===== config.mk =====
export PLATFORM = sky130hd
export DESIGN_NAME = mc_control_fsm
export DESIGN_NICKNAME = d
export VERILOG_FILES = /design/src/rtl/mc_control_fsm.sv
export SDC_FILE = /design/constraint.sdc
export NUM_CORES = 1
export LEC_CHECK = 0
export ABC_AREA = 1
export CAP_MARGIN = 20
export CELL_PAD_IN_SITES_DETAIL_PLACEMENT = 2
export CELL_PAD_IN_SITES_GLOBAL_PLACEMENT = 2
export CORE_MARGIN = 5
export CORE_UTILIZATION = 25
export CTS_CLUSTER_SIZE = 20
export DETAILED_ROUTE_END_ITERATION = 12
export GPL_TIMING_DRIVEN = 0
export PLACE_DENSITY = 0.88
export SYNTH_ARGS = -nofsm -noshare
export SYNTH_HDL_FRONTEND = slang
export SYNTH_SLANG_ARGS = --single-unit
export TNS_END_PERCENT = 5

===== constraint.sdc =====
create_clock -name clk -period 1.7 [get_ports clk]
set_input_delay 0.34 -clock clk [delete_from_list [all_inputs] [get_ports clk]]
set_output_delay 0.34 -clock clk [all_outputs]
set_load 0.005 [all_outputs]

===== src/rtl/mc_control_fsm.sv =====
// ----------------------------------------------------------------------------
// mc_control_fsm
//   Main control unit of the multi-cycle MIPS core. Steps every instruction
//   through fetch, decode, execute, memory and writeback states and drives
//   the datapath enables and mux selects for each step.
//
// Ports
//   clk       in   system clock, rising edge
//   rst_n     in   asynchronous active-low reset (state -> FETCH at once)
//   op[5:0]   in   opcode instr[31:26] from the instruction register
//   zero      in   ALU zero flag
//   pcwrite   out  unconditional PC write
//   branch    out  conditional branch qualifier
//   pcen      out  PC enable = pcwrite | (branch & zero), combinational
//   iord      out  memory address select: 0 = PC, 1 = ALUOut
//   memwrite  out  memory write strobe
//   irwrite   out  instruction register load
//   regdst    out  destination select: 0 = rt, 1 = rd
//   memtoreg  out  writeback select: 0 = ALUOut, 1 = MDR
//   regwrite  out  register file write
//   alusrca   out  ALU A select: 0 = PC, 1 = A reg
//   alusrcb   out  ALU B select: 00 B, 01 const 4, 10 imm, 11 imm<<2
//   aluop     out  to ALU control: 00 add, 01 sub, 10 use funct
//   pcsrc     out  next-PC select: 00 ALU result, 01 ALUOut, 10 jump target
//   ill_op    out  unrecognised opcode, asserted in DECODE only
//   state     out  current state (debug)
// ----------------------------------------------------------------------------
module mc_control_fsm #(
   parameter int unsigned STATE_W = 4
) (
   input  logic               clk,
   input  logic               rst_n,
   input  logic [5:0]         op,
   input  logic               zero,
   output logic               pcwrite,
   output logic               branch,
   output logic               pcen,
   output logic               iord,
   output logic               memwrite,
   output logic               irwrite,
   output logic               regdst,
   output logic               memtoreg,
   output logic               regwrite,
   output logic               alusrca,
   output logic [1:0]         alusrcb,
   output logic [1:0]         aluop,
   output logic [1:0]         pcsrc,
   output logic               ill_op,
   output logic [STATE_W-1:0] state
);

   localparam logic [5:0] OP_LW    = 6'b100011;
   localparam logic [5:0] OP_SW    = 6'b101011;
   localparam logic [5:0] OP_RTYPE = 6'b000000;
   localparam logic [5:0] OP_BEQ   = 6'b000100;
   localparam logic [5:0] OP_ADDI  = 6'b001000;
   localparam logic [5:0] OP_J     = 6'b000010;

   typedef enum logic [3:0] {
      FETCH   = 4'd0,
      DECODE  = 4'd1,
      MEMADR  = 4'd2,
      MEMRD   = 4'd3,
      MEMWB   = 4'd4,
      MEMWR   = 4'd5,
      RTYPEEX = 4'd6,
      RTYPEWB = 4'd7,
      BEQEX   = 4'd8,
      ADDIEX  = 4'd9,
      ADDIWB  = 4'd10,
      JEX     = 4'd11
   } state_t;

   typedef struct packed {
      logic       pcwrite;
      logic       branch;
      logic       iord;
      logic       memwrite;
      logic       irwrite;
      logic       regdst;
      logic       memtoreg;
      logic       regwrite;
      logic       alusrca;
      logic [1:0] alusrcb;
      logic [1:0] aluop;
      logic [1:0] pcsrc;
   } ctrl_t;

   state_t st;
   state_t nxt;
   ctrl_t  ctrl;

   // Control word for a given state; encodings 12..15 fall to all-zero.
   function automatic ctrl_t ctrl_of(input state_t s);
      ctrl_t c;
      c = '0;
      case (s)
         FETCH: begin
            c.irwrite = 1'b1;
            c.pcwrite = 1'b1;
            c.alusrcb = 2'b01;
         end
         DECODE: c.alusrcb = 2'b11;
         MEMADR, ADDIEX: begin
            c.alusrca = 1'b1;
            c.alusrcb = 2'b10;
         end
         MEMRD: c.iord = 1'b1;
         MEMWB: begin
            c.memtoreg = 1'b1;
            c.regwrite = 1'b1;
         end
         MEMWR: begin
            c.iord     = 1'b1;
            c.memwrite = 1'b1;
         end
         RTYPEEX: begin
            c.alusrca = 1'b1;
            c.aluop   = 2'b10;
         end
         RTYPEWB: begin
            c.regdst   = 1'b1;
            c.regwrite = 1'b1;
         end
         BEQEX: begin
            c.alusrca = 1'b1;
            c.aluop   = 2'b01;
            c.branch  = 1'b1;
            c.pcsrc   = 2'b01;
         end
         ADDIWB: c.regwrite = 1'b1;
         JEX: begin
            c.pcwrite = 1'b1;
            c.pcsrc   = 2'b10;
         end
         default: c = '0;
      endcase
      return c;
   endfunction

   always_comb begin
      nxt = FETCH;
      case (st)
         FETCH: nxt = DECODE;
         DECODE: begin
            case (op)
               OP_LW, OP_SW: nxt = MEMADR;
               OP_RTYPE:     nxt = RTYPEEX;
               OP_BEQ:       nxt = BEQEX;
               OP_ADDI:      nxt = ADDIEX;
               OP_J:         nxt = JEX;
               default:      nxt = FETCH;
            endcase
         end
         // IR is stable here, so op is simply sampled again.
         MEMADR:  nxt = (op == OP_SW) ? MEMWR : MEMRD;
         MEMRD:   nxt = MEMWB;
         RTYPEEX: nxt = RTYPEWB;
         ADDIEX:  nxt = ADDIWB;
         default: nxt = FETCH;
      endcase
   end

   // The control word is registered alongside the state from the next-state
   // value, so it always equals ctrl_of(st); reset loads the FETCH word
   // asynchronously, which also kills memwrite/regwrite the moment rst_n falls.
   always_ff @(posedge clk or negedge rst_n) begin
      if (!rst_n) begin
         st   <= FETCH;
         ctrl <= ctrl_of(FETCH);
      end else begin
         st   <= nxt;
         ctrl <= ctrl_of(nxt);
      end
   end

   assign pcwrite  = ctrl.pcwrite;
   assign branch   = ctrl.branch;
   assign iord     = ctrl.iord;
   assign memwrite = ctrl.memwrite;
   assign irwrite  = ctrl.irwrite;
   assign regdst   = ctrl.regdst;
   assign memtoreg = ctrl.memtoreg;
   assign regwrite = ctrl.regwrite;
   assign alusrca  = ctrl.alusrca;
   assign alusrcb  = ctrl.alusrcb;
   assign aluop    = ctrl.aluop;
   assign pcsrc    = ctrl.pcsrc;

   // pcen follows zero within the cycle; branch is only set in BEQEX and
   // pcwrite only in FETCH/JEX, so it is 0 everywhere else.
   assign pcen = ctrl.pcwrite | (ctrl.branch & zero);

   always_comb begin
      ill_op = 1'b0;
      if (st == DECODE) begin
         case (op)
            OP_LW, OP_SW, OP_RTYPE, OP_BEQ, OP_ADDI, OP_J: ill_op = 1'b0;
            default:                                       ill_op = 1'b1;
         endcase
      end
   end

   assign state = STATE_W'(st);

endmodule


**Yosys cells after proc, flatten, opt, wreduce, memory -nomap -nowiden**

Index checks and enable logic that the tools add are counted.

- Add/sub/neg operators: 0
- $mul: 0
- Div/mod/pow operators: 0
- Order comparisons: 0
- Eq/ne operators: 21
- Shift-type cells: 0
- Muxes and demuxes: 17
- Bitwise logic cells: 2
- Reduce and logical (&&, ||, !) cells: 10

Operator list:

| operator | count |
|---|---|
| $pmux W4 S6 | 1 |
| $eq A4 B3 Y1 const B | 5 |
| $eq A4 B4 Y1 const B | 5 |
| $pmux W4 S5 | 1 |
| $eq A4 B2 Y1 const B | 4 |
| $eq A6 B6 Y1 const B | 2 |
| $mux W1 | 11 |
| $eq A4 B1 Y1 const B | 2 |
| $logic_not A4 Y1 | 2 |
| $pmux W2 S2 | 2 |
| $reduce_or A2 Y1 | 4 |
| $eq A6 B2 Y1 const B | 1 |
| $eq A6 B3 Y1 const B | 1 |
| $eq A6 B4 Y1 const B | 1 |
| $logic_not A6 Y1 | 1 |
| $pmux W2 S3 | 1 |
| $reduce_or A6 Y1 | 1 |
| $reduce_or A4 Y1 | 1 |
| $mux W3 | 1 |
| $reduce_or A3 Y1 | 1 |
| $and A1 B1 Y1 | 1 |
| $or A1 B1 Y1 | 1 |

- Flip-flop bits (word level): 19
- Latch bits: 0
- Bits in writable memories: 0
- ROM bits: 0
- Output and inout bits: 21
- Memories kept: 0

**Longest topological paths before layout**

- Depth after elaboration: 7
- Mapped depth: 11
- Depth with buffers taken out: 11

**Worst setup path before layout**

Ideal clock, no wire load.

- Kind: reg2out
- Start point: register st[2], in the netlist state[2]
- End point: output port ill_op
- Data arrival time: 1168 ps
- Data required time: 1360 ps
- Slack: 192 ps
- Cell stages (with the launch flop): 4
- Path buffers: 0
- Cell sequence: dfrtp_1 nor2_2 nand3_1 a2111oi_0

- Cells in the longest elaborated chain, start to end: 2

Ends and longest elaborated chain:

| item | RTL line | RTL |
|---|---|---|
| start, declared | 89 | `state_t st;` |
| start signal, assigned | 172 | `st <= nxt;` |
| $eq A4 B1 Y1 | 196 | `if (st == DECODE) begin` |
| $mux W1 | 196 |  |
| end, declared | 48 | `output logic ill_op,` |

Every way passes these cells.

**Worst setup path in the final report**

- Start point: input port op[0]
- End point: output port ill_op

- Cells in the longest elaborated chain, start to end: 4
- Elaborated cells on any way between the ends: 9
- Classes of those cells: eq/ne (5); mux (2); reduce/logical (2)

Ends and longest elaborated chain:

| item | RTL line | RTL |
|---|---|---|
| start, declared | 33 | `input logic [5:0] op,` |
| $eq A6 B6 Y1, or another cell as far along | 197 | `case (op)` |
| $reduce_or A6 Y1 * | 197 |  |
| $mux W1 * | 197 |  |
| $mux W1 * | 196 |  |

Every way passes the cells marked *; elsewhere a longest branch is shown, timed or not.

==> impl_metrics.toml <==
[worst_hold_path]
hold_depth = 4
hold_path_class = "input pin to register"

[die]
core_area_um2 = 3420
rows = 21
die_w_um = 70.2
dieArea_um2 = 4930
die_h_um = 70.2
pin_count = 30
start_util = 0.265

[place]
io_buffer_count = 29
place_ws_ns = -0.739
globalplace.congestion = 0.761
dp_cells = 185
hpwlAfterDp_mm = 2.28

[global_routing]
grt_overflow_total = 0
met3_usage = 0.0344
gr-usage-met1 = 0.168
grt_pass1_vias = 996
grt_pass1_wl_mm = 5.49
grt_use_total = 0.142
busiest_layer = "met2"
grt_max_degree = 19
antenna_found_initial = 0
grtUsageMet2 = 0.259

[worst_setup_path]
critPathCapture = "ill_op"
slowest_stage = "a2111oi_4"
r2r_cells = 10
cp_max_fo = 4
r2r-end = "alusrca"
critPathTopFamily = "buffers and inverters"
r2r_start = "state[2]"
cp.depth = 6
worstPathCellList = "dlygate4sd2_1 > nor2_2 > nand3_1 > nand3_2 > a2111oi_4 > buf_2"
cp.required_ns = 1.36
arrival_ns = 1.46
crit_buf_inv = 2
start_kind = "input pin"
end_kind = "output port"
critPathMaxStageDelay_ns = 0.33
cp-startpoint = "op[0]"
critPathKind = "input pin to output port"
reg2reg_slack_ns = 0.11

[cts]
clock_latency_ns = 0.30
clock-root-buffer = "clkbuf_4"
path_clk_slew_ns = 0.10
cts.sinks = 18
cts_buffers = 3
cts_max_level = 1
clockBufferDepth = 2
cts_tree = "built"

[yosys]
seq_area_frac_synth = 0.501
postSynthCellCount = 110
synthDistinctLibCells = 19
ys_warn_count = 0
ys_ff_latch = 18
synth_area_per_cell_um2 = 8.24
syn_nets = 119
syn_area_um2 = 906

[drt]
drt-initial-drc-count = 20
detail_route.first_pass.iterations = 3
via_count = 889
drtAntennaViolNets = 0
wl_per_cell_um = 17.3
routed_wl_mm = 3.42
avgViaCountPerCell = 4.49
drc = 0

[sta]
layout_min_cycle_time_ns = 1.80
tns_ns = -0.301
relSlewSlack = 0.466
final_hold_viol_count = 0
skew_ns = 0.00672
setup_viol = 4
fin_crit_sh = 1.06
worst_slew_pin_slew_ns = 0.799
fin_ws_ns = -0.100
final_max_slew_viol_count = 0
fmax_ghz = 0.555
rsz0062_at_grt = "yes"

[pwr]
power_density_nw_per_um2 = 1220
vdd_drop_max_uv = 677
p_leak_uw = 0.000764
swShare = 0.397
intPower_uw = 1030
seqPwrFrac = 0.374
clkPwrFrac = 0.130
combPwrFrac = 0.496
p_total_uw = 1700
p_switching_uw = 677

[finish]
fillers = 382
drive_above_1_share = 0.349
antennaDiodeCount = 0
largest_register_ffs = 4
nets = 162
layout.cells.non_filler = 198
area_growth_syn_to_layout_pct = 54.4

[status]
status = "finished with violations"
violations = "setup timing"

[flow_run]
max_cap_violations = 0
area by class of cell:
class / instances / area [um^2] / area share
flip-flops and latches: 18 / 459 / 0.328
clock buffers: 4 / 26.3 / 0.0188
multi-input cells: 69 / 415 / 0.297
plain buffers: 1 / 7.51 / 0.00537
repair buffers: 38 / 350 / 0.250
inverters: 22 / 82.6 / 0.0590
well taps: 46 / 57.6 / 0.0411
metrics by stage:
| stage | hold WS (ns) | area [um^2] | util |
|---|---|---|---|
| final | 0.439 | 1400 | 0.410 |
| after floorplan | 0.0444 | 906 | - |
| after global routing | 0.448 | 1400 | 0.410 |
| after detailed placement | 0.688 | 1250 | 0.367 |
| after global placement | 0.656 | 1250 | 0.367 |
| after CTS | 0.522 | 1370 | 0.401 |
cell usage after synthesis:
cell,instances,share of area
dfstp_2,3,0.087
buf_4,1,0.0083
o21ai_0,1,0.0055
nor2_1,13,0.054
a21oi_1,1,0.0055
nand2_1,16,0.066
o21ai_1,1,0.0055
nand3_1,14,0.077
dfrtp_1,15,0.41
nor2_4,4,0.050
nor2_2,7,0.048
inv_1,18,0.075
a21o_1,1,0.0083
nor3_1,1,0.0055
nand4_1,1,0.0069
nand2_2,7,0.048
nand3b_1,1,0.0083
inv_2,4,0.017
a2111oi_0,1,0.0097
worst min-delay path: stages:
cell and delay, ns:
clkbuf_2 0.14, nor2_2 0.08, nand3_1 0.11, inv_1 0.05
power by group through the flow:
| stage | Clock, uW | Sequential, uW | Combinational [uW] |
|---|---|---|---|
| final | 221 | 638 | 845 |
| after global routing | 256 | 651 | 924 |
| after CTS | 228 | 630 | 842 |
| after detailed placement | 0 | 641 | 810 |
| after global placement | 0 | 634 | 765 |
| after floorplan | 0 | 639 | 384 |
logic make-up after synthesis:
group	share of synthesized area
simple gates	0.365
flops	0.501
buf+inv	0.0994
compound gates	0.0345
layer usage:
metal | routed length [um] | share of wire | vias to the layer above
li1 | - | - | 417
met1 | 1420 | 0.42 | 452
met2 | 1860 | 0.54 | 16
met3 | 103 | 0.030 | 4
met4 | 39 | 0.011 | 0
met5 | 0 | 0 | -
worst min-delay path by stage:
| stage | start | to | slack, ns |
|---|---|---|---|
| after floorplan | rst_n | aluop[0] | 0.04 |
| after global placement | state[2] | regdst | 0.66 |
| after detailed placement | state[2] | regdst | 0.69 |
| after CTS | rst_n | memtoreg | 0.52 |
| after global routing | op[2] | memwrite | 0.45 |
| final | op[2] | memwrite | 0.44 |
placed cells by master (no fill, tap or decap), drive strengths merged:
master,netlist,final
nand2,23,23
a21o,1,1
o21ai,2,2
inv,22,22
dfrtp,15,15
nand3b,1,1
clkdlybuf4s15,0,3
dfstp,3,3
buf,1,11
a2111oi,1,1
nand4,1,1
clkbuf,0,5
dlymetal6s2s,0,3
dlygate4sd2,0,4
a21oi,1,1
nor2,24,24
clkdlybuf4s50,0,17
nand3,14,14
nor3,1,1
timing repair:
action | 4_1_cts | 5_1_grt
endpoints found under the hold margin | 0 | 0
buffers inserted | 8 | 1
hold buffers | 0 | 0
gates resized for setup | 23 | 14
setup endpoints to repair | 2 | 15
pin swaps | 4 | 0
Power figures use the tool's default switching activity.
